[src/rtl/fetch_unit.sv]
`default_nettype none
// ============================================================================
// Module      : fetch_unit
// Description : Instruction fetch unit with a prefetch queue. It reads a
//               combinational instruction memory at the internal fetch PC
//               and buffers {pc, instruction} pairs for decode. It stops
//               fetching permanently after HALT_ZEROS consecutive all-zero
//               words.
// Ports       : clock, reset        - clock, async active-high reset
//               imem_addr/imem_data - instruction memory read port
//               redirect/redirect_pc - flush queue and restart fetch
//               out_valid/out_ready - head handshake to decode
//               out_inst/out_pc/out_pc4 - head entry contents
//               count               - queue occupancy
//               halt                - sticky halt flag
// Revision    : 1.0 - initial release
// ============================================================================
module fetch_unit #(
    parameter int                ADDR_W     = 32,
    parameter int                DEPTH      = 4,
    parameter logic [ADDR_W-1:0] RESET_PC   = '0,
    parameter int                HALT_ZEROS = 5
) (
    input  logic                       clock,
    input  logic                       reset,
    output logic [ADDR_W-1:0]          imem_addr,
    input  logic [31:0]                imem_data,
    input  logic                       redirect,
    input  logic [ADDR_W-1:0]          redirect_pc,
    output logic                       out_valid,
    input  logic                       out_ready,
    output logic [31:0]                out_inst,
    output logic [ADDR_W-1:0]          out_pc,
    output logic [ADDR_W-1:0]          out_pc4,
    output logic [$clog2(DEPTH+1)-1:0] count,
    output logic                       halt
);

    localparam int PTR_W = $clog2(DEPTH);
    localparam int CNT_W = $clog2(DEPTH+1);
    localparam int ZC_W  = $clog2(HALT_ZEROS+1);

    localparam logic [CNT_W-1:0]  c_depth      = CNT_W'(DEPTH);
    localparam logic [ZC_W-1:0]   c_halt_zeros = ZC_W'(HALT_ZEROS);
    localparam logic [ADDR_W-1:0] c_four       = ADDR_W'(4);

    logic [ADDR_W-1:0] r_fpc;
    logic [PTR_W-1:0]  r_rd_ptr;
    logic [PTR_W-1:0]  r_wr_ptr;
    logic [CNT_W-1:0]  r_count;
    logic [ZC_W-1:0]   r_zc;
    logic              r_halt;

    logic [31:0]       r_inst_q [DEPTH];
    logic [ADDR_W-1:0] r_pc_q   [DEPTH];

    logic              w_push;
    logic              w_pop;
    logic              w_zero_word;
    logic [ZC_W-1:0]   w_zc_inc;

    assign imem_addr = r_fpc;
    assign out_valid = (r_count != '0);
    assign out_inst  = r_inst_q[r_rd_ptr];
    assign out_pc    = r_pc_q[r_rd_ptr];
    assign out_pc4   = r_pc_q[r_rd_ptr] + c_four;
    assign count     = r_count;
    assign halt      = r_halt;

    // Pop is evaluated first so a full queue can accept a push into the
    // slot being freed in the same cycle.
    assign w_pop       = out_valid && out_ready && !redirect;
    assign w_push      = !r_halt && !redirect && ((r_count < c_depth) || w_pop);
    assign w_zero_word = (imem_data == 32'd0);
    assign w_zc_inc    = r_zc + ZC_W'(1);

    // Queue storage needs no reset: entries are only visible once counted.
    always_ff @(posedge clock) begin
        if (w_push) begin
            r_inst_q[r_wr_ptr] <= imem_data;
            r_pc_q[r_wr_ptr]   <= r_fpc;
        end
    end

    always_ff @(posedge clock or posedge reset) begin
        if (reset) begin
            r_fpc    <= RESET_PC;
            r_rd_ptr <= '0;
            r_wr_ptr <= '0;
            r_count  <= '0;
            r_zc     <= '0;
            r_halt   <= 1'b0;
        end else if (redirect) begin
            // Halt is deliberately left untouched: a halted unit stays halted.
            r_fpc    <= {redirect_pc[ADDR_W-1:2], 2'b00};
            r_rd_ptr <= '0;
            r_wr_ptr <= '0;
            r_count  <= '0;
            r_zc     <= '0;
        end else begin
            if (w_push) begin
                r_fpc    <= r_fpc + c_four;
                r_wr_ptr <= r_wr_ptr + PTR_W'(1);
                if (w_zero_word) begin
                    r_zc <= w_zc_inc;
                    if (w_zc_inc == c_halt_zeros) begin
                        r_halt <= 1'b1;
                    end
                end else begin
                    r_zc <= '0;
                end
            end
            if (w_pop) begin
                r_rd_ptr <= r_rd_ptr + PTR_W'(1);
            end
            if (w_push && !w_pop) begin
                r_count <= r_count + CNT_W'(1);
            end else if (w_pop && !w_push) begin
                r_count <= r_count - CNT_W'(1);
            end
        end
    end

endmodule
`default_nettype wire

[config.mk]
export PLATFORM = sky130hd
export DESIGN_NAME = fetch_unit
export DESIGN_NICKNAME = d
export VERILOG_FILES = /design/src/rtl/fetch_unit.sv
export SDC_FILE = /design/constraint.sdc
export NUM_CORES = 1
export LEC_CHECK = 0
export ABC_AREA = 1
export CAP_MARGIN = 20
export CORE_MARGIN = 2
export CORE_UTILIZATION = 50
export CTS_CLUSTER_SIZE = 10
export DETAILED_ROUTE_END_ITERATION = 10
export MAX_ROUTING_LAYER = met4
export PLACE_DENSITY_LB_ADDON = 0.12
export SYNTH_ARGS = -nofsm -noshare
export SYNTH_HDL_FRONTEND = slang
export SYNTH_SLANG_ARGS = --single-unit
[constraint.sdc]
create_clock -name clock -period 4.8 [get_ports clock]
set_input_delay 0.48 -clock clock [delete_from_list [all_inputs] [get_ports clock]]
set_output_delay 0.48 -clock clock [all_outputs]
set_load 0.01 [all_outputs]
==> results by group <==
Clock tree
  • Post-CTS Hold Buffers: 0
  • Maximum clock path buffer count: 3
  • CTS tree: built
  • Root buf cell: clkbuf_16
  • Clk Latency, worst-skew pair: 510 ps
  • Worst-path clk slew: 50 ps
  • Clock Sinks: 289
  • PostCTS Resize Cnt: 0
  • Num CTS Buffers: 35
  • Max H-tree Level: 2
  • Post-CTS Setup Repair Bufs: 0

Pwr
  • Leakage: 6.569 nW
  • Pwr dens: 424.2 nW/um^2
  • VDD IR-drop max: 0.2119 mV

Timing
  • Clk_skew: 21.80 ps
  • Setup TNS: 0 ps
  • Rel. slew slack: 37.24%
  • Final period util: 89.50%
  • Fin Hold WS: 420.4 ps
  • Worst-margin pin slew: 940.3 ps
  • Max frequency: 232.8 MHz
  • Final Hold Viols: 0
  • Slew Limit Fails: 0
  • Final setup fails: 0
  • Minimum clock period: 4296 ps
  • RSZ-0062 raised after global routing: false

Finish
  • Layout filler cell count: 2165
  • Non-Filler Instances: 1972
  • Layout overhead on the synthesized area: 23.30%
  • Final core utilization: 62.77%
  • Share of cells above drive strength 1: 6.070%
  • Post-layout nets: 1692
  • Commonest non-fill, non-tap cell in the layout: nand2_1
  • Most frequent cells in the layout: nand2_1, edfxtp_1, clkdlybuf4s50_1, nor2_1, inv_1
  • # diodes: 0

Yosys
  • Largest family of logic cells by synthesized area: simple AND/OR/NAND/NOR gates
  • Simple-gate share of the synthesized area: 23.63%
  • Number of synthesized register bits: 289
  • Top FF cell, synth: edfxtp_1
  • Share of Yosys cell area claimed by the top area cell type: 54.43%
  • Top post-synthesis cells by area: edfxtp_1, nand2_1, dfrtp_1
  • Syn Inst Count: 1422
  • Xor and xnor area share after synthesis: 2.048%
  • Cell Area, Synth: 13680 um^2
  • Distinct cells, synth: 36
  • Sequential cell area fraction in the yosys report: 61.93%
  • Mux contribution to synthesized area: 0%
  • Synth area leader: edfxtp_1
  • EDFF count, synth: 248
  • Adder-Cell Fraction of Synth Area: 0.8779%
  • Yosys warns: 0
  • Compound-gate portion of the synthesized area: 6.228%
  • Avg Synthesized Cell Area: 9.622 um^2
  • Asr flop ratio synth: 14.19%

Critical path
  • Setup crit end kind: output pin
  • Type of origin of the critical path: flip-flop
  • Req. time, crit path: 4320 ps
  • Most used cell along the critical path: nand2_1
  • CP Buf/Inv Count: 3
  • Critical path data arrival time: 3820 ps
  • Setup CP Type: flip-flop to output pin
  • CP Max Fanout: 68
  • Slowest-stage cell, CP: buf_4
  • Worst stage delay on the critical path: 680 ps
  • CP top delay family: buffers and inverters
  • CP Cell Sequence: buf_4 -> buf_4 -> nand2_1 -> nand2_1 -> nand2_1 -> nand2_1 -> nand2_1 -> nor2_1 -> nand2_1 -> nor2_1 -> nand3_1 -> nand2_1 -> clkdlybuf4s50_1

Drt
  • Drt total wl: 34820 um
  • Metal1 wirelength: 15750 um
  • First-pass DRT Iterations: 5
  • Drc violations: 0
  • Top sig layer: met4
  • Per-cell routed wire length: 17.66 um
  • Routed wl met3: 2465 um
  • Via/cell ratio: 5.388
  • DR WL met2: 16000 um
  • DR vias: 10630
  • Antenna viol nets, final: 0
  • DRC marker count from the first detailed-route iteration: 1084

GRT
  • GRT Util Overall: 24.99%
  • Vias in the first global route: 9960
  • Largest net degree at the start of global routing: 69
  • GRT overflow: 0
  • First-pass GRT wire length: 54030 um
  • Initial antenna violation count: 0

Run status
  • Status: finished clean

Die
  • Core area: 26880 um^2
  • Row count: 60
  • Starting density of the core: 50.91%
  • # IOs: 201
  • DIE AREA: 28700 um^2
  • DIE WIDTH: 169.4 um
  • Die Y-Extent: 169.4 um

Placed design
  • Placed insts: 1919
  • Routability cong.: 0.9191
  • Port Buffers: 192
  • Dpl hpwl: 22690 um

Flow run
  • Max Cap Viol: 0

Min path
  • Worst Hold Class: primary input to async pin
## where the power goes
part / total [mW] / leakage, nW / switching (mW) / internal (mW)
Clock: 2.30 / 0.468 / 0.961 / 1.34
Combinational: 1.99 / 3.36 / 1.15 / 0.841
Sequential: 2.86 / 2.74 / 0.0839 / 2.78
Total: 7.16 / 6.57 / 2.19 / 4.96
## sequential cells by signal, summed over array words and instances (netlist names)
| register | cells |
|---|---|
| r_inst_q | 128 |
| halt | 1 |
| imem_addr | 30 |
| r_zc | 3 |
| r_rd_ptr | 2 |
| r_wr_ptr | 2 |
| count | 3 |
| r_pc_q | 120 |
## stage by stage
step	total power [mW]	setup WS (ps)	area, um^2
3_5_place_dp	4.898	1061	15900
2_1_floorplan	3.980	448.6	13700
4_1_cts	7.186	498.0	16870
6_report	7.156	503.8	16870
5_1_grt	7.481	199.0	16870
3_3_place_gp	4.875	1094	15900
## cell usage after synthesis (4+ instances only)
cell	instances
a21oi_1	5
buf_2	17
buf_4	10
buf_6	8
clkbuf_1	26
dfrtp_1	41
edfxtp_1	248
ha_1	8
inv_1	95
inv_2	4
nand2_1	456
nand2_2	15
nand3_1	93
nand4_1	15
nor2_1	173
nor2_2	8
nor2_4	4
nor3_1	11
o211ai_1	9
o21ai_0	91
o22ai_1	36
xnor2_1	4
xor2_1	28
## metal layers
metal	vias up	GRT usage (%)
met1	5026	35.22
met3	45	3.615
met5	-	-
li1	5149	-
met2	406	38.81
met4	0	5.946
## tightest hold or removal path, stage by stage
cell and delay (ps):
clkdlybuf4s50_1 390, inv_1 50, buf_4 460
## final timing paths
path                       cells past startpoint  slack [ps]        start              end
max                                           13         500  r_rd_ptr[0]      out_pc4[27]
min                                            3         420        reset             halt
max reg2reg                                    6        2170         halt  r_inst_q[3][27]
min reg2reg                                    2         520      r_zc[2]          r_zc[2]
max in group asynchronous                      3        3960        reset      r_rd_ptr[0]
min in group clock                             2         520      r_zc[2]          r_zc[2]
## cell type report
| class | count | area [um^2] | area share, % |
|---|---|---|---|
| clock inverter | 4 | 41.29 | 0.2448 |
| timing repair buffer | 212 | 2085 | 12.36 |
| inverter | 99 | 372.9 | 2.210 |
| clock buffer | 49 | 928.4 | 5.503 |
| tap | 341 | 426.7 | 2.529 |
| multi-input combinational | 978 | 4538 | 26.90 |
| sequential | 289 | 8478 | 50.26 |
## kinds of logic after synthesis
| kind of cell | after synthesis |
|---|---|
| AO/OA/AOI/OAI | 151 |
| adder cells (fa/ha/maj) | 9 |
| buffers and inverters | 160 |
| XOR/XNOR | 32 |
| flip-flops | 289 |
| other | 1 |
| AND/OR/NAND/NOR | 780 |
(Power assumes the default switching activity.)
